`config.mk`:
```
export PLATFORM = sky130hd
export DESIGN_NAME = seq_linear_mac_layer
export DESIGN_NICKNAME = d
export VERILOG_FILES = /design/src/rtl/seq_linear_mac_layer.sv
export SDC_FILE = /design/constraint.sdc
export NUM_CORES = 1
export LEC_CHECK = 0
export ABC_AREA = 1
export CORE_AREA = 8 8 167 169
export CTS_CLUSTER_DIAMETER = 200
export DETAILED_ROUTE_END_ITERATION = 6
export DIE_AREA = 0 0 175 177
export PLACE_DENSITY = 0.59
export SLEW_MARGIN = 20
export SYNTH_ARGS = -nofsm -noshare
export SYNTH_HDL_FRONTEND = slang
export SYNTH_SLANG_ARGS = --single-unit
```
`constraint.sdc`:
```
create_clock -name clk -period 8 [get_ports clk]
set_input_delay 1.6 -clock clk [delete_from_list [all_inputs] [get_ports clk]]
set_output_delay 1.6 -clock clk [all_outputs]
set_load 0.01 [all_outputs]
```
`src/rtl/seq_linear_mac_layer.sv`:
```
// Time-multiplexed fully-connected layer: one signed multiplier walks all N_OUT*N_IN products,
// then bias, arithmetic shift, optional ReLU and saturation per output neuron.
module seq_linear_mac_layer #(
  parameter int N_IN  = 4,
  parameter int N_OUT = 4,
  parameter int IN_W  = 8,
  parameter int W_W   = 8,
  parameter int B_W   = 16,
  parameter int ACC_W = 24,
  parameter int OUT_W = 8,
  parameter int SHIFT = 7,
  parameter int RELU  = 1,
  localparam int WA_W = (N_IN * N_OUT > 1) ? $clog2(N_IN * N_OUT) : 1,
  localparam int BA_W = (N_OUT > 1) ? $clog2(N_OUT) : 1
) (
  input  logic                     clk,
  input  logic                     rst_n,
  input  logic                     start,
  output logic                     busy,
  output logic                     done,
  output logic                     out_valid,
  input  logic [N_IN*IN_W-1:0]     in_vec,
  output logic [WA_W-1:0]          w_addr,
  input  logic [W_W-1:0]           w_data,
  output logic [BA_W-1:0]          b_addr,
  input  logic [B_W-1:0]           b_data,
  output logic [N_OUT*OUT_W-1:0]   out_vec
);

  localparam int IW = (N_IN > 1) ? $clog2(N_IN) : 1;
  localparam int PW = IN_W + W_W;
  localparam int SW = ACC_W + 1;
  localparam logic signed [SW-1:0] OMAX = {{(SW-OUT_W+1){1'b0}}, {(OUT_W-1){1'b1}}};
  localparam logic signed [SW-1:0] OMIN = {{(SW-OUT_W+1){1'b1}}, {(OUT_W-1){1'b0}}};

  if (ACC_W < IN_W + W_W + $clog2(N_IN) + 1) begin : g_acc_width_check
    $error("seq_linear_mac_layer: ACC_W too narrow for N_IN products of IN_W x W_W");
  end

  typedef enum logic [1:0] {IDLE, MAC, ACT, DONE} state_t;

  state_t                    state_q, state_d;
  logic [IW-1:0]             i_q, i_d;
  logic [BA_W-1:0]           j_q, j_d;
  logic signed [ACC_W-1:0]   acc_q, acc_d;
  logic signed [IN_W-1:0]    in_q [N_IN];
  logic signed [IN_W-1:0]    in_d [N_IN];
  logic [N_OUT*OUT_W-1:0]    out_q, out_d;
  logic                      out_valid_q, out_valid_d;

  logic signed [IN_W-1:0]    x_s;
  logic signed [W_W-1:0]     w_s;
  logic signed [B_W-1:0]     b_s;
  logic signed [PW-1:0]      prod;
  logic signed [SW-1:0]      biased;
  logic signed [SW-1:0]      shifted;
  logic signed [OUT_W-1:0]   r_out;

  function automatic logic signed [SW-1:0] relu_f(input logic signed [SW-1:0] x);
    if (RELU != 0 && x[SW-1]) return '0;
    return x;
  endfunction

  function automatic logic signed [OUT_W-1:0] sat_f(input logic signed [SW-1:0] x);
    if (x > OMAX) return {1'b0, {(OUT_W-1){1'b1}}};
    if (x < OMIN) return {1'b1, {(OUT_W-1){1'b0}}};
    return x[OUT_W-1:0];
  endfunction

  // Shared datapath: one product per MAC cycle, one post-processed result per ACT cycle
  assign x_s     = in_q[i_q];
  assign w_s     = w_data;
  assign b_s     = b_data;
  assign prod    = x_s * w_s;
  assign biased  = SW'(acc_q) + SW'(b_s);
  assign shifted = biased >>> SHIFT;
  assign r_out   = sat_f(relu_f(shifted));

  always_comb begin
    state_d     = state_q;
    i_d         = i_q;
    j_d         = j_q;
    acc_d       = acc_q;
    in_d        = in_q;
    out_d       = out_q;
    out_valid_d = out_valid_q;
    busy        = 1'b0;
    done        = 1'b0;
    w_addr      = '0;
    b_addr      = '0;
    case (state_q)
      IDLE: begin
        if (start) begin
          for (int k = 0; k < N_IN; k++) in_d[k] = in_vec[k*IN_W +: IN_W];
          i_d         = '0;
          j_d         = '0;
          acc_d       = '0;
          out_valid_d = 1'b0;
          state_d     = MAC;
        end
      end
      MAC: begin
        busy   = 1'b1;
        w_addr = WA_W'(32'(j_q) * 32'(N_IN) + 32'(i_q));
        acc_d  = acc_q + ACC_W'(prod);
        if (i_q == IW'(N_IN - 1)) state_d = ACT;
        else                      i_d     = i_q + 1'b1;
      end
      ACT: begin
        busy   = 1'b1;
        b_addr = j_q;
        out_d[int'(j_q)*OUT_W +: OUT_W] = r_out;
        acc_d  = '0;
        i_d    = '0;
        if (j_q == BA_W'(N_OUT - 1)) begin
          state_d = DONE;
        end else begin
          j_d     = j_q + 1'b1;
          state_d = MAC;
        end
      end
      DONE: begin
        done        = 1'b1;
        out_valid_d = 1'b1;
        state_d     = IDLE;
      end
      default: state_d = IDLE;
    endcase
  end

  always_ff @(posedge clk or negedge rst_n) begin
    if (!rst_n) begin
      state_q     <= IDLE;
      i_q         <= '0;
      j_q         <= '0;
      acc_q       <= '0;
      out_q       <= '0;
      out_valid_q <= 1'b0;
      for (int k = 0; k < N_IN; k++) in_q[k] <= '0;
    end else begin
      state_q     <= state_d;
      i_q         <= i_d;
      j_q         <= j_d;
      acc_q       <= acc_d;
      out_q       <= out_d;
      out_valid_q <= out_valid_d;
      in_q        <= in_d;
    end
  end

  assign out_vec   = out_q;
  assign out_valid = out_valid_q;

endmodule

```
==> results of run 1 <==
-- cell usage in the layout, fill, tap and decap left out, types with 2 or more instances in the layout --
cell and count:
sky130_fd_sc_hd__dfrtp_1 95, sky130_fd_sc_hd__or2_2 2, sky130_fd_sc_hd__clkdlybuf4s50_1 98, sky130_fd_sc_hd__nor2_2 5
sky130_fd_sc_hd__fa_1 104, sky130_fd_sc_hd__inv_6 2, sky130_fd_sc_hd__nand3_2 8, sky130_fd_sc_hd__inv_2 4
sky130_fd_sc_hd__clkbuf_16 9, sky130_fd_sc_hd__bufinv_16 3, sky130_fd_sc_hd__nand3_1 47, sky130_fd_sc_hd__and2_1 4
sky130_fd_sc_hd__o21ai_0 37, sky130_fd_sc_hd__o21ai_1 4, sky130_fd_sc_hd__xor2_1 11, sky130_fd_sc_hd__nand2_2 3
sky130_fd_sc_hd__o21bai_1 2, sky130_fd_sc_hd__nand4_1 29, sky130_fd_sc_hd__nor2_1 85, sky130_fd_sc_hd__nand2_1 442
sky130_fd_sc_hd__a31oi_1 3, sky130_fd_sc_hd__nand3b_1 3, sky130_fd_sc_hd__nand2_4 2, sky130_fd_sc_hd__buf_4 7
sky130_fd_sc_hd__o22ai_1 2, sky130_fd_sc_hd__a22o_1 2, sky130_fd_sc_hd__clkinv_1 2, sky130_fd_sc_hd__xnor2_1 9
sky130_fd_sc_hd__nor3_1 6, sky130_fd_sc_hd__o31ai_1 4, sky130_fd_sc_hd__a21oi_1 48, sky130_fd_sc_hd__nor3_2 2
sky130_fd_sc_hd__ha_1 88, sky130_fd_sc_hd__o211ai_1 2, sky130_fd_sc_hd__inv_1 219, sky130_fd_sc_hd__or2_0 5
-- flip-flops by register name, indices dropped and copies added (netlist names) --
signal	cells
in_q	32
out_vec	32
acc_q	24
i_q	2
j_q	2
state_q	2
out_valid	1
-- final cells by class --
cell class,instances,area [µm²],area share
multi-input combinational,966,6660,0.570
sequential,95,2380,0.204
timing repair buffer,105,1030,0.0885
inverter,225,845,0.0723
tap,335,419,0.0359
clock buffer,9,225,0.0193
clock inverter,6,116,0.00996
-- worst max-delay path by stage --
| stage | startpoint | slack (ps) | cells after the start | to |
|---|---|---|---|---|
| after global routing | i_q[0] | 730 | 23 | acc_q[16] |
| after global placement | w_data[0] | 1000 | 21 | acc_q[16] |
| final | w_data[0] | 1200 | 21 | acc_q[16] |
| after detailed placement | w_data[3] | 910 | 21 | acc_q[22] |
| after floorplan | w_data[1] | 970 | 20 | acc_q[21] |
| after CTS | i_q[0] | 1270 | 24 | acc_q[22] |
-- metrics by stage --
stage	util	hold WS, ps	area [µm²]	instances
after floorplan	-	449	9960	1308
after global placement	0.445	463	11300	1726
after detailed placement	0.445	466	11300	1726
after CTS	0.459	485	11700	1741
after global routing	0.459	503	11700	1741
final	0.459	479	11700	1741
-- critical path: stages --
cell and delay [ps]:
sky130_fd_sc_hd__clkdlybuf4s50_1 610, sky130_fd_sc_hd__inv_1 90, sky130_fd_sc_hd__nor2_1 180, sky130_fd_sc_hd__inv_1 90, sky130_fd_sc_hd__fa_1 500, sky130_fd_sc_hd__inv_1 50, sky130_fd_sc_hd__fa_1 520, sky130_fd_sc_hd__fa_1 440
sky130_fd_sc_hd__fa_1 570, sky130_fd_sc_hd__fa_1 430, sky130_fd_sc_hd__ha_1 370, sky130_fd_sc_hd__a21oi_1 230, sky130_fd_sc_hd__o21ai_1 110, sky130_fd_sc_hd__a21oi_1 200, sky130_fd_sc_hd__nor2_1 60, sky130_fd_sc_hd__nor2_1 210
sky130_fd_sc_hd__o21ai_1 160, sky130_fd_sc_hd__a21boi_0 350, sky130_fd_sc_hd__a21oi_1 110, sky130_fd_sc_hd__o21ai_0 100, sky130_fd_sc_hd__nand2_1 60
-- layer usage --
| layer | track usage | wire length (µm) | vias to the layer above |
|---|---|---|---|
| met5 | 0 | 0 | - |
| met1 | 0.229 | 12300 | 3938 |
| met4 | 0.0374 | 363 | 0 |
| met3 | 0.0258 | 832 | 24 |
| met2 | 0.305 | 13100 | 135 |
| li1 | - | - | 4229 |
-- kinds of logic after synthesis --
family,count (synthesis)
compound gates,109
xor+xnor,20
fa+ha+maj,192
buf+inv,247
flops,95
simple gates,645
==> run summary, run 1 <==
Largest area contributor in the netlist = sky130_fd_sc_hd__dfrtp_1
EDFF count, synth = 0
Type of the worst min-delay path = reg2reg
Total number of H-tree levels = 3
Number of unique standard cell types used by synthesis = 40
Synth top cells by count = sky130_fd_sc_hd__nand2_1, sky130_fd_sc_hd__inv_1, sky130_fd_sc_hd__fa_1
Count of final max-slew check failures = 0
Worst-Margin Slew = 929 ps
Category of the worst setup path launch point = primary input
Io pins = 100
Start-to-end type of the worst setup path = in2reg
Effective utilization at floorplan = 0.391
Number of gates resized after cts = 0
Number of register bits inferred by synthesis = 95
Post-CTS setup buffer count = 0
Post-synth net total = 1559
Pin count of the biggest net entering global routing = 51
Number of warning messages in the yosys log = 0
Main combinational cell family by area after synthesis = adder cells
Area share of the largest cell type after synthesis = 0.239
Count of cells along the worst hold path = 2
Syn avg cell area = 7.62 µm²
Area inside the core boundary = 25500 µm²
Fmax = 0.147 GHz
Detailed placer's ending HPWL = 22200 µm
Total via count after detailed routing = 8326
Fin crit share = 0.850
Worst Hold End = in_q[15]
Post-synthesis mux area share = 0
Root buffer cell = sky130_fd_sc_hd__clkbuf_16
Reg-to-Reg End = acc_q[16]
Number of antenna violations at the first check in global routing = 0
Most used flip-flop cell after synthesis = sky130_fd_sc_hd__dfrtp_1
Origin of the critical flop-to-flop path = i_q[0]
Dominant cell by count in the synthesized netlist = sky130_fd_sc_hd__nand2_1
Die span in y = 177 µm
RSZ-0062 raised after global routing = false
Skew final = 8.63 ps
Leftover overflow at the end of global routing = 0
Sum of negative setup slack = 0 ps
Total of hold buffers inserted after clock tree synthesis = 0
Remaining max-slew budget at the tightest pin = 0.380
Final estimated routing congestion in global placement = 0.915
Global-route wire length before repair = 43800 µm
DR iter-0 viols = 527
CP Capture Type = flip-flop
Clock slew at reported path FFs = 70 ps
Die Footprint = 31000 µm²
Arrival time reported for the critical path endpoint = 7040 ps
Critical path peak fanout = 7
Post-detailed-route via-to-cell ratio = 4.78
Simple-gate area share of the yosys netlist = 0.271
Xor/xnor share of the synthesized area = 0.0176
Length of the first detailed-routing pass in iterations = 5
Area fraction in compound gates after synthesis = 0.0603
Setup slack of the worst register-to-register path = 1320 ps
Final nets = 1653
Clock tree buffer depth = 2
Syn Inst Count = 1308
Post-detailed-route DRC marker count = 0
Max Cap Viol = 0
Gr usage total = 0.176
Share of flip-flops with an asynchronous set or reset after synthesis = 1.00
Hold path startpoint = in_q[15]
Vias in the first global route = 8469
Number of buffer cells added on primary ports = 99
Count of final setup violators = 0
Avg WL per Cell = 15.3 µm
Clk Latency, worst-skew pair = 350 ps
Top area cells in the synthesized netlist = sky130_fd_sc_hd__dfrtp_1, sky130_fd_sc_hd__fa_1, sky130_fd_sc_hd__nand2_1
Shortest period the worst path allows = 6800 ps
Pre-CTS setup slack = 913 ps
Diode count = 0
Routed Wire Length = 26700 µm
Synth Area in Adders = 0.319
Total number of clock tree sinks = 95
Final hold violation count = 0
Area growth, synth to finish = 17.2%
Post-synthesis sequential area ratio = 0.239
Worst reg2reg path depth = 23
Run status = complete, no violations
Post-synth design cell area = 9960 µm²
Inserted Clock Buffers = 9
TritonCTS clock tree = yes
ANT nets after route = 0
Floorplan die width = 175 µm
Critical path required time = 8240 ps
Post-route worst setup slack = 1200 ps
Filler cell count in the final layout = 2604
Fraction of final layout cells with drive strength greater than 1 = 0.0349
Number of placement rows = 59
Power of run 1 is left out: the tool's default activity adds up to more than one toggle a clock period on the data nets, which glitch-free logic cannot reach.
==> inputs of run 2 (changes only) <==
--- a/config.mk
+++ b/config.mk
@@ -6,11 +6,14 @@
 export NUM_CORES = 1
 export LEC_CHECK = 0
 export ABC_AREA = 1
-export CORE_AREA = 8 8 167 169
+export CELL_PAD_IN_SITES_DETAIL_PLACEMENT = 0
+export CELL_PAD_IN_SITES_GLOBAL_PLACEMENT = 1
+export CORE_AREA = 8 8 160 162
+export CTS_BUF_LIST = sky130_fd_sc_hd__clkbuf_4 sky130_fd_sc_hd__clkbuf_8
 export CTS_CLUSTER_DIAMETER = 200
 export DETAILED_ROUTE_END_ITERATION = 6
-export DIE_AREA = 0 0 175 177
-export PLACE_DENSITY = 0.59
+export DIE_AREA = 0 0 168 170
+export PLACE_DENSITY = 0.82
 export SLEW_MARGIN = 20
 export SYNTH_ARGS = -nofsm -noshare
 export SYNTH_HDL_FRONTEND = slang
==> run summary, run 2 (same netlist as run 1, synthesis figures left out) <==
TritonCTS clock tree = yes
Most frequent cells in the layout = sky130_fd_sc_hd__nand2_1, sky130_fd_sc_hd__inv_1, sky130_fd_sc_hd__fa_1, sky130_fd_sc_hd__clkdlybuf4s50_1, sky130_fd_sc_hd__dfrtp_1
Total via count after detailed routing = 8393
Floorplan die width = 168 µm
Diode count = 0
Effective utilization at floorplan = 0.432
Post-CTS setup buffer count = 0
Fraction of final layout cells with drive strength greater than 1 = 0.0349
Die Footprint = 28600 µm²
Io pins = 100
Post-detailed-route via-to-cell ratio = 4.95
Type of the worst min-delay path = reg2reg
DR iter-0 viols = 513
Avg WL per Cell = 15.2 µm
Gr usage total = 0.187
Fin crit share = 0.851
Number of buffer cells added on primary ports = 99
Category of the worst setup path launch point = flip-flop
Arrival time reported for the critical path endpoint = 7080 ps
Total of hold buffers inserted after clock tree synthesis = 0
Detailed placer's ending HPWL = 21600 µm
Post-detailed-route DRC marker count = 0
Critical path peak fanout = 19
Root buffer cell = sky130_fd_sc_hd__clkbuf_8
Total number of H-tree levels = 3
Final nets = 1652
Commonest non-fill, non-tap cell in the layout = sky130_fd_sc_hd__nand2_1
Clk Latency, worst-skew pair = 390 ps
Routed Wire Length = 25800 µm
Number of antenna violations at the first check in global routing = 0
Final estimated routing congestion in global placement = 0.876
Area growth, synth to finish = 15.2%
Vias in the first global route = 8489
Worst-Margin Slew = 850 ps
Count of final setup violators = 0
Sum of negative setup slack = 0 ps
Leftover overflow at the end of global routing = 0
Skew final = 21.0 ps
RSZ-0062 raised after global routing = false
CP Capture Type = flip-flop
Total number of clock tree sinks = 95
Max Cap Viol = 0
Inserted Clock Buffers = 9
Clock slew at reported path FFs = 100 ps
Global-route wire length before repair = 43200 µm
Critical path required time = 8270 ps
Clock tree buffer depth = 2
Shortest period the worst path allows = 6810 ps
Remaining max-slew budget at the tightest pin = 0.433
Fmax = 0.147 GHz
Area inside the core boundary = 23100 µm²
Pin count of the biggest net entering global routing = 78
Length of the first detailed-routing pass in iterations = 5
ANT nets after route = 0
Final hold violation count = 0
Run status = complete, no violations
Number of placement rows = 56
Count of final max-slew check failures = 0
Number of gates resized after cts = 0
Start-to-end type of the worst setup path = reg2reg
Die span in y = 170 µm
==> run 2: critical path, stage by stage, from the launching register on <==
cell and delay (ps):
sky130_fd_sc_hd__dfrtp_1 790, sky130_fd_sc_hd__clkinv_1 680, sky130_fd_sc_hd__nand2_1 200, sky130_fd_sc_hd__nand3_1 80
sky130_fd_sc_hd__nand2_1 310, sky130_fd_sc_hd__nor2_1 110, sky130_fd_sc_hd__fa_1 590, sky130_fd_sc_hd__inv_1 140
sky130_fd_sc_hd__fa_1 610, sky130_fd_sc_hd__inv_1 250, sky130_fd_sc_hd__fa_1 600, sky130_fd_sc_hd__inv_1 60
sky130_fd_sc_hd__fa_1 530, sky130_fd_sc_hd__inv_1 50, sky130_fd_sc_hd__ha_1 290, sky130_fd_sc_hd__ha_1 340
sky130_fd_sc_hd__inv_1 100, sky130_fd_sc_hd__nor3_1 250, sky130_fd_sc_hd__nor3b_1 290, sky130_fd_sc_hd__nand4_1 120
sky130_fd_sc_hd__nand3_1 120, sky130_fd_sc_hd__nand2_1 50, sky130_fd_sc_hd__nand2_1 50, sky130_fd_sc_hd__o21ai_0 70
==> run 2: layout make-up <==
type                            instances  area (µm²)
Multi-Input combinational cell        966        6660
Timing Repair Buffer                  104        1050
Sequential cell                        95        2380
Tap cell                              290         363
Fill cell                            2291       11600
Clock inverter                          7        62.6
Clock buffer                            9         124
Inverter                              225         845
==> run 2: final timing paths <==
kind	cells after the start	endpoint	start	slack, ps
min	2	in_q[11]	in_q[11]	490
max in group asynchronous	3	acc_q[10]	rst_n	6020
max reg2reg	23	acc_q[22]	i_q[0]	1190
min in group asynchronous	1	in_q[19]	rst_n	1060
min reg2reg	2	in_q[11]	in_q[11]	490
max	23	acc_q[22]	i_q[0]	1190
==> run 2: metrics by stage <==
stage	hold slack [ps]	instance area [µm²]	instances	util	setup slack, ps
floorplan	449	9960	1308	-	966
global placement	462	11300	1679	0.489	1060
detailed placement	466	11300	1679	0.489	984
CTS	492	11500	1695	0.497	1100
global route	510	11500	1696	0.498	603
finish	488	11500	1696	0.498	1190
==> run 2: layer usage <==
metal	wire length [µm]	global-route usage	vias up
li1	-	-	4236
met1	12400	0.256	3981
met2	12000	0.309	149
met3	1000	0.0280	27
met4	368	0.0435	0
met5	0	0	-
Power of run 2 is left out for the same reason.
==> inputs of run 3 (changes only) <==
--- a/config.mk
+++ b/config.mk
@@ -8,12 +8,11 @@
 export ABC_AREA = 1
 export CELL_PAD_IN_SITES_DETAIL_PLACEMENT = 0
 export CELL_PAD_IN_SITES_GLOBAL_PLACEMENT = 1
-export CORE_AREA = 8 8 160 162
-export CTS_BUF_LIST = sky130_fd_sc_hd__clkbuf_4 sky130_fd_sc_hd__clkbuf_8
+export CORE_AREA = 8 8 162 164
 export CTS_CLUSTER_DIAMETER = 200
 export DETAILED_ROUTE_END_ITERATION = 6
-export DIE_AREA = 0 0 168 170
-export PLACE_DENSITY = 0.82
+export DIE_AREA = 0 0 170 172
+export PLACE_DENSITY = 0.8
 export SLEW_MARGIN = 20
 export SYNTH_ARGS = -nofsm -noshare
 export SYNTH_HDL_FRONTEND = slang
==> run summary, run 3 (same netlist as run 1, synthesis figures left out) <==
TritonCTS clock tree = yes
Count of final max-slew check failures = 0
Worst Hold End = in_q[12]
GRT met2 Usage = 0.305
Run status = complete, no violations
Total of hold buffers inserted after clock tree synthesis = 0
Category of the worst setup path launch point = flip-flop
Count of cells along the worst hold path = 2
Total number of H-tree levels = 3
Post-detailed-route DRC marker count = 0
Remaining max-slew budget at the tightest pin = 0.382
Vias in the first global route = 8403
Routed Wire Length = 26000 µm
Max Cap Viol = 0
Fin crit share = 0.863
Final nets = 1652
RSZ-0062 raised after global routing = false
Io pins = 100
Die span in y = 172 µm
Type of the worst min-delay path = reg2reg
Area growth, synth to finish = 16.3%
Length of the first detailed-routing pass in iterations = 7
Diode count = 0
Floorplan die width = 170 µm
Pin count of the biggest net entering global routing = 52
Inserted Clock Buffers = 9
Avg WL per Cell = 15.1 µm
Post-layout instance count excluding filler cells = 1730
Post-CTS setup buffer count = 0
Number of buffer cells added on primary ports = 99
Gr usage total = 0.188
Root buffer cell = sky130_fd_sc_hd__clkbuf_16
Reg-to-Reg End = acc_q[22]
Filler cell count in the final layout = 2456
Worst-Margin Slew = 926 ps
Fmax = 0.145 GHz
Global-route wire length before repair = 43700 µm
Sum of negative setup slack = 0 ps
Hold path startpoint = in_q[12]
Area inside the core boundary = 23800 µm²
Most used routing layer = met2
Number of antenna violations at the first check in global routing = 0
Setup slack of the worst register-to-register path = 1100 ps
Origin of the critical flop-to-flop path = i_q[0]
Post-detailed-route via-to-cell ratio = 4.83
Leftover overflow at the end of global routing = 0
Placed insts = 1714
Effective utilization at floorplan = 0.418
Clk Latency, worst-skew pair = 350 ps
Number of placement rows = 57
Shortest period the worst path allows = 6900 ps
Start-to-end type of the worst setup path = reg2reg
ANT nets after route = 0
Critical path required time = 8260 ps
Final estimated routing congestion in global placement = 0.865
DR iter-0 viols = 555
CP Capture Type = flip-flop
Number of gates resized after cts = 0
Fraction of final layout cells with drive strength greater than 1 = 0.0334
Worst reg2reg path depth = 22
Critical path peak fanout = 19
Total via count after detailed routing = 8357
Arrival time reported for the critical path endpoint = 7160 ps
Commonest non-fill, non-tap cell in the layout = sky130_fd_sc_hd__nand2_1
Detailed placer's ending HPWL = 21800 µm
Final hold violation count = 0
Skew final = 10.4 ps
Final design area excluding fillers = 11600 µm²
Clock tree buffer depth = 2
Most frequent cells in the layout = sky130_fd_sc_hd__nand2_1, sky130_fd_sc_hd__inv_1, sky130_fd_sc_hd__fa_1, sky130_fd_sc_hd__clkdlybuf4s50_1, sky130_fd_sc_hd__dfrtp_1
Die Footprint = 29200 µm²
Global routing met1 resource utilization = 0.264
Met3 usage = 0.0306
Placed cell areas = 11300 µm²
Clock slew at reported path FFs = 70 ps
Total number of clock tree sinks = 95
Count of final setup violators = 0
==> run 3: routing by layer <==
layer	vias up	wire, µm
met2	160	12100
li1	4229	-
met3	21	1130
met4	0	306
met5	-	0
met1	3947	12500
==> run 3: how the worst max path moves through the flow <==
stage / start / end / slack [ps] / cells past startpoint
after CTS: i_q[0] / acc_q[22] / 1020 / 22
after floorplan: w_data[1] / acc_q[21] / 970 / 20
after detailed placement: w_data[0] / acc_q[16] / 850 / 22
after global routing: i_q[0] / acc_q[22] / 460 / 22
after global placement: w_data[0] / acc_q[16] / 920 / 22
final: i_q[0] / acc_q[22] / 1100 / 22
==> run 3: metrics by stage <==
stage                     hold WS [ps]  setup WS, ps   util
after floorplan                    449           966      -
after detailed placement           466           846  0.475
after CTS                          484          1020  0.487
final                              481          1100  0.487
after global placement             463           922  0.475
after global routing               506           460  0.487
==> run 3: final cells by class <==
class	instances	area [µm²]	area share
sequential	95	2380	0.205
clock inverter	5	42.5	0.00367
timing repair buffer	104	1030	0.0885
inverter	225	845	0.0729
tap	324	405	0.0350
clock buffer	11	233	0.0201
multi-input combinational	966	6660	0.575
==> run 3: critical path, cell delays in order (launching register included) <==
cell                       delay (ps)
sky130_fd_sc_hd__dfrtp_1          780
sky130_fd_sc_hd__clkinv_1         670
sky130_fd_sc_hd__nand2_1          190
sky130_fd_sc_hd__nand3_1           90
sky130_fd_sc_hd__nand2_1          300
sky130_fd_sc_hd__nor2_1           110
sky130_fd_sc_hd__fa_1             610
sky130_fd_sc_hd__inv_1            150
sky130_fd_sc_hd__fa_1             610
sky130_fd_sc_hd__inv_1            240
sky130_fd_sc_hd__fa_1             590
sky130_fd_sc_hd__inv_1             50
sky130_fd_sc_hd__fa_1             520
sky130_fd_sc_hd__inv_1             40
sky130_fd_sc_hd__ha_1             290
sky130_fd_sc_hd__ha_1             350
sky130_fd_sc_hd__inv_1            100
sky130_fd_sc_hd__nor3_1           280
sky130_fd_sc_hd__nor3b_1          330
sky130_fd_sc_hd__nand4_1          130
sky130_fd_sc_hd__nand3_1          120
sky130_fd_sc_hd__nor2_1            40
sky130_fd_sc_hd__o21ai_0          200
Power of run 3 is left out for the same reason.
==> variant 1: new RTL, flow settings as in run 1 <==
The parameter `N_IN` goes from 4 to 8.
--- a/src/rtl/seq_linear_mac_layer.sv
+++ b/src/rtl/seq_linear_mac_layer.sv
@@ -1,7 +1,7 @@
 // Time-multiplexed fully-connected layer: one signed multiplier walks all N_OUT*N_IN products,
 // then bias, arithmetic shift, optional ReLU and saturation per output neuron.
 module seq_linear_mac_layer #(
-  parameter int N_IN  = 4,
+  parameter int N_IN  = 8,
   parameter int N_OUT = 4,
   parameter int IN_W  = 8,
   parameter int W_W   = 8,
Interface: changed (resized in_vec and w_addr); port bits go from 100 to 133. No check against the original RTL was run, so the function may have changed too.
==> variant 1 against run 1 <==
Synthesized cell count up 15%. Highest routed layer unchanged. Sequential cell count up 33. Non-clock buffer count grew 33. Global-route usage is 2.8 points higher. Register-to-register slack lost 0.22 ns. Routed wire length grew 17%. Worst setup slack got worse by 0.093 ns. Synthesized area is 15% higher. Design area rose by 18%.
Power is left out: the tool's default activity adds up to more than one toggle a clock period on the data nets, which glitch-free logic cannot reach.
==> variant 1: results (changes against run 1) <==
* Ratio of cells with drive above 1 in the final layout at 4.504% (+1.0 points)
* Slew HR at 31.12% (-6.9 points)
* Met2 routed WL at 13930 um (+6.1%)
* Drt pass-1 iters at 4 (-1)
* Setup CP Type: reg2reg
* Vias in the first global route at 9855 (+16%)
* Top cells by area, synth: dfrtp_1 (28%), fa_1 (18%), nand2_1 (17%)
* Crit path from: i_q[1]
* Register area share after synthesis at 27.85% (+4.0 points)
* Dpl hpwl at 24870 um (+12%)
* Library cells used by synthesis at 42 (+5.0%)
* Outcome: finished, final reports clean
* Pin count of the biggest net entering global routing at 75 (+47%)
* DP Area at 13170 sq um (+16%)
* Most frequent cells after synthesis: nand2_1 (528), inv_1 (214), nor2_1 (133), dfrtp_1 (128), fa_1 (104)
* Post-synthesis adder-cell area fraction at 27.90% (-4.1 points)
* Routed WL per cell at 15.76 um (+2.9%)
* Worst-path maximum fanout at 19 (+12)
* Drt first-iter violations at 761 (+44%)
* DR vias/cell at 4.996 (+4.5%)
* Met2 Track Usage GR at 31.64% (+1.1 points)
* DRT met1 WL at 15280 um (+24%)
* GRT Total Usage at 20.42% (+2.8 points)
* R2R Setup Slk at 1.10 ns (-0.22 ns)
* Met3 Use GR at 4.416% (+1.8 points)
* GPL Wtd Cong at 0.8642 (-5.6%)
* IO buf count at 132 (+33%)
* Number of buffers created by CTS at 17 (+8)
* H-tree depth at 4 (+1)
* Post-synthesis compound-gate area fraction at 7.605% (+1.6 points)
* Xor and xnor area share after synthesis at 1.142% (-0.62 points)
* GRT met1 Usage at 29.16% (+6.2 points)
* Crit-path slowest cell: dfrtp_1
* Synth Net Count at 1789 (+15%)
## variant 1: how the worst min path moves through the flow
stage,depth (start not counted),endpoint,slack [ns],start
4_1_cts,2,in_q[41],0.48,in_q[41]
3_3_place_gp,2,in_q[19],0.46,in_q[19]
3_5_place_dp,2,in_q[55],0.46,in_q[55]
6_report,2,in_q[51],0.48,in_q[51]
5_1_grt,2,in_q[43],0.49,in_q[43]
2_1_floorplan,2,in_q[10],0.44,in_q[10]
## variant 1: cell type report
class	instances	area, sq um
clock buffer	17	425.4
multi-input combinational	1123	7356
inverter	222	833.3
clock inverter	15	158.9
sequential	128	3203
tap	335	419.2
timing repair buffer	138	1364
fill	2508	11710
## variant 1: stage by stage
step	setup slack, ns	instances	hold WS (ns)	util (%)
6_report	1.104	1978	0.4767	54.03
5_1_grt	0.3942	1978	0.4921	54.03
4_1_cts	1.055	1978	0.4786	54.00
3_5_place_dp	0.7963	1946	0.4596	51.71
3_3_place_gp	0.8493	1946	0.4579	51.71
2_1_floorplan	0.9712	1504	0.4436	-
==> variant 2: new RTL, config.mk and constraints of run 1 <==
Made on the original files. Register the output `w_addr`, with the module's reset; this adds one clock of latency there. The other outputs are not delayed to match.
--- a/src/rtl/seq_linear_mac_layer.sv
+++ b/src/rtl/seq_linear_mac_layer.sv
@@ -32,6 +32,8 @@
   localparam int SW = ACC_W + 1;
   localparam logic signed [SW-1:0] OMAX = {{(SW-OUT_W+1){1'b0}}, {(OUT_W-1){1'b1}}};
   localparam logic signed [SW-1:0] OMIN = {{(SW-OUT_W+1){1'b1}}, {(OUT_W-1){1'b0}}};
+
+  logic [WA_W-1:0] w_addr_d;
 
   if (ACC_W < IN_W + W_W + $clog2(N_IN) + 1) begin : g_acc_width_check
     $error("seq_linear_mac_layer: ACC_W too narrow for N_IN products of IN_W x W_W");
@@ -86,7 +88,7 @@
     out_valid_d = out_valid_q;
     busy        = 1'b0;
     done        = 1'b0;
-    w_addr      = '0;
+    w_addr_d    = '0;
     b_addr      = '0;
     case (state_q)
       IDLE: begin
@@ -101,7 +103,7 @@
       end
       MAC: begin
         busy   = 1'b1;
-        w_addr = WA_W'(32'(j_q) * 32'(N_IN) + 32'(i_q));
+        w_addr_d = WA_W'(32'(j_q) * 32'(N_IN) + 32'(i_q));
         acc_d  = acc_q + ACC_W'(prod);
         if (i_q == IW'(N_IN - 1)) state_d = ACT;
         else                      i_d     = i_q + 1'b1;
@@ -151,5 +153,13 @@
   assign out_vec   = out_q;
   assign out_valid = out_valid_q;
 
+  always_ff @(posedge clk or negedge rst_n) begin
+    if (!rst_n) begin
+      w_addr <= '0;
+    end else begin
+      w_addr <= w_addr_d;
+    end
+  end
+
 endmodule
 
Function: changed (a bounded check fails within 4 cycles, from zero or initial values and one cycle with rst_n low).
==> variant 2 against run 1 <==
Register-to-register slack better by 0.35 ns. Critical path depth is 4 lower. Design area is 0.25% lower. Clock skew is 0.0083 ns higher. Synthesized area hardly changed. Fmax is 1.1% higher. Worst setup slack better by 0.073 ns. Routed wire length is 5.1% lower. Sequential cell count is 4 higher. Die area stayed put. Critical endpoint is now acc_q[21]. Largest cell class unchanged.
Power is left out: the tool's default activity adds up to more than one toggle a clock period on the data nets, which glitch-free logic cannot reach.
==> variant 2: results (changes against run 1) <==
* Most frequent cells after synthesis: nand2_1 (463), inv_1 (220), fa_1 (104), dfrtp_1 (99), nor2_1 (91)
* Total number of vias at 8338 (+0.14%)
* Worst skew pair latency at approximately 0.36 ns
* Pre-CTS setup slack at 0.8841 ns (-0.02870 ns)
* Worst path max stage delay at 0.64 ns (+0.03 ns)
* Synth Warn # at 0 (unchanged)
* Met2 Track Usage GR at 27.41% (-3.1 points)
* Crit-path slowest cell: clkdlybuf4s50_1
* DP Area at 11350 sq um (+0.11%)
* Tightest Pin Transition at 0.9635 ns (+0.03408 ns)
* Setup Buffers After CTS at 0 (unchanged)
* Drt pass-1 iters at 5 (unchanged)
* GRT Total Usage at 17.01% (-0.57 points)
* Register area share after synthesis at 24.86% (+1.0 points)
* Met3 wire len at 1202 um (+44%)
* Final WL at 25300 um (-5.1%)
* GPL Wtd Cong at 0.8948 (-2.2%)
* Global-route wire length before repair at 43020 um (-1.8%)
* IO buf count at 99 (unchanged)
* Async SR Flop Fraction at 100.0% (unchanged)
* Max clock buf depth at 2 (unchanged)
* Clk_skew at 0.01698 ns (+0.008350 ns)
* Xor and xnor area share after synthesis at 1.494% (-0.26 points)
* Top cells by area, synth: dfrtp_1 (25%), fa_1 (21%), nand2_1 (17%)
* Ratio of cells with drive above 1 in the final layout at 2.401% (-1.1 points)
* Post-synthesis compound-gate area fraction at 6.027% (about the same)
* Outcome: finished, final reports clean
* Diode count at 0 (unchanged)
* Post-synth top flop: dfrtp_1
* Crit path max-delay family: adder cells
* Root Driver: clkbuf_16
* Met2 routed WL at 11550 um (-12%)
* DR vias/cell at 4.762 (-0.43%)
* Initial antenna violation count at 0 (unchanged)
* Mux cell area share after synthesis at 0% (unchanged)
* DR top layer: met4
* PostCTS Resize Cnt at 0 (unchanged)
* H-tree depth at 3 (unchanged)
* GRT met1 Usage at 23.15% (+0.22 points)
* Drt first-iter violations at 596 (+13%)
* Fin. max-slew vios at 0 (unchanged)
* Layout fillers at 2586 (-0.69%)
* Vias in the first global route at 8549 (+0.94%)
* Dpl hpwl at 21190 um (-4.4%)
* Worst-path maximum fanout at 9 (+2)
* Met3 Use GR at 3.243% (+0.66 points)
* Number of buffers created by CTS at 9 (unchanged)
* Pin count of the biggest net entering global routing at 76 (+49%)
* Post-synthesis adder-cell area fraction at 31.94% (about the same)
* Placed cells at 1735 (+0.52%)
* Synth Net Count at 1566 (+0.45%)
* Clk slew on worst S/H paths at 0.07 ns (about the same)
* DRT met1 WL at 12130 um (-1.7%)
* HP Class: reg2reg
* Library cells used by synthesis at 37 (-7.5%)
* Syn_area_per_cell at 7.578 sq um (-0.52%)
* Worst Path Arrival at 6.96 ns (-0.08 ns)
==> variant 2: path summary, 6_finish.rpt <==
kind	start	endpoint	slack, ns	cells past startpoint
hold reg to reg	out_vec[3]	out_vec[3]	0.48	2
hold / removal	out_vec[3]	out_vec[3]	0.48	2
min in group asynchronous	rst_n	out_vec[3]	1.15	1
setup / recovery	w_data[1]	acc_q[21]	1.27	17
max in group asynchronous	rst_n	in_q[26]	5.59	2
setup reg to reg	i_q[1]	acc_q[21]	1.67	20
==> variant 2: cell type report <==
class | instances | area [sq um] | area share (%)
multi-input combinational | 973 | 6578 | 56.47
sequential | 99 | 2477 | 21.27
timing repair buffer | 106 | 1041 | 8.937
inverter | 222 | 833.3 | 7.154
tap | 335 | 419.2 | 3.598
clock buffer | 9 | 225.2 | 1.933
clock inverter | 7 | 75.07 | 0.6445
==> variant 2: cells by family after synthesis <==
logic type	count (synthesis)
buf+inv	243
flops	99
xor+xnor	17
fa+ha+maj	192
simple gates	654
compound gates	110
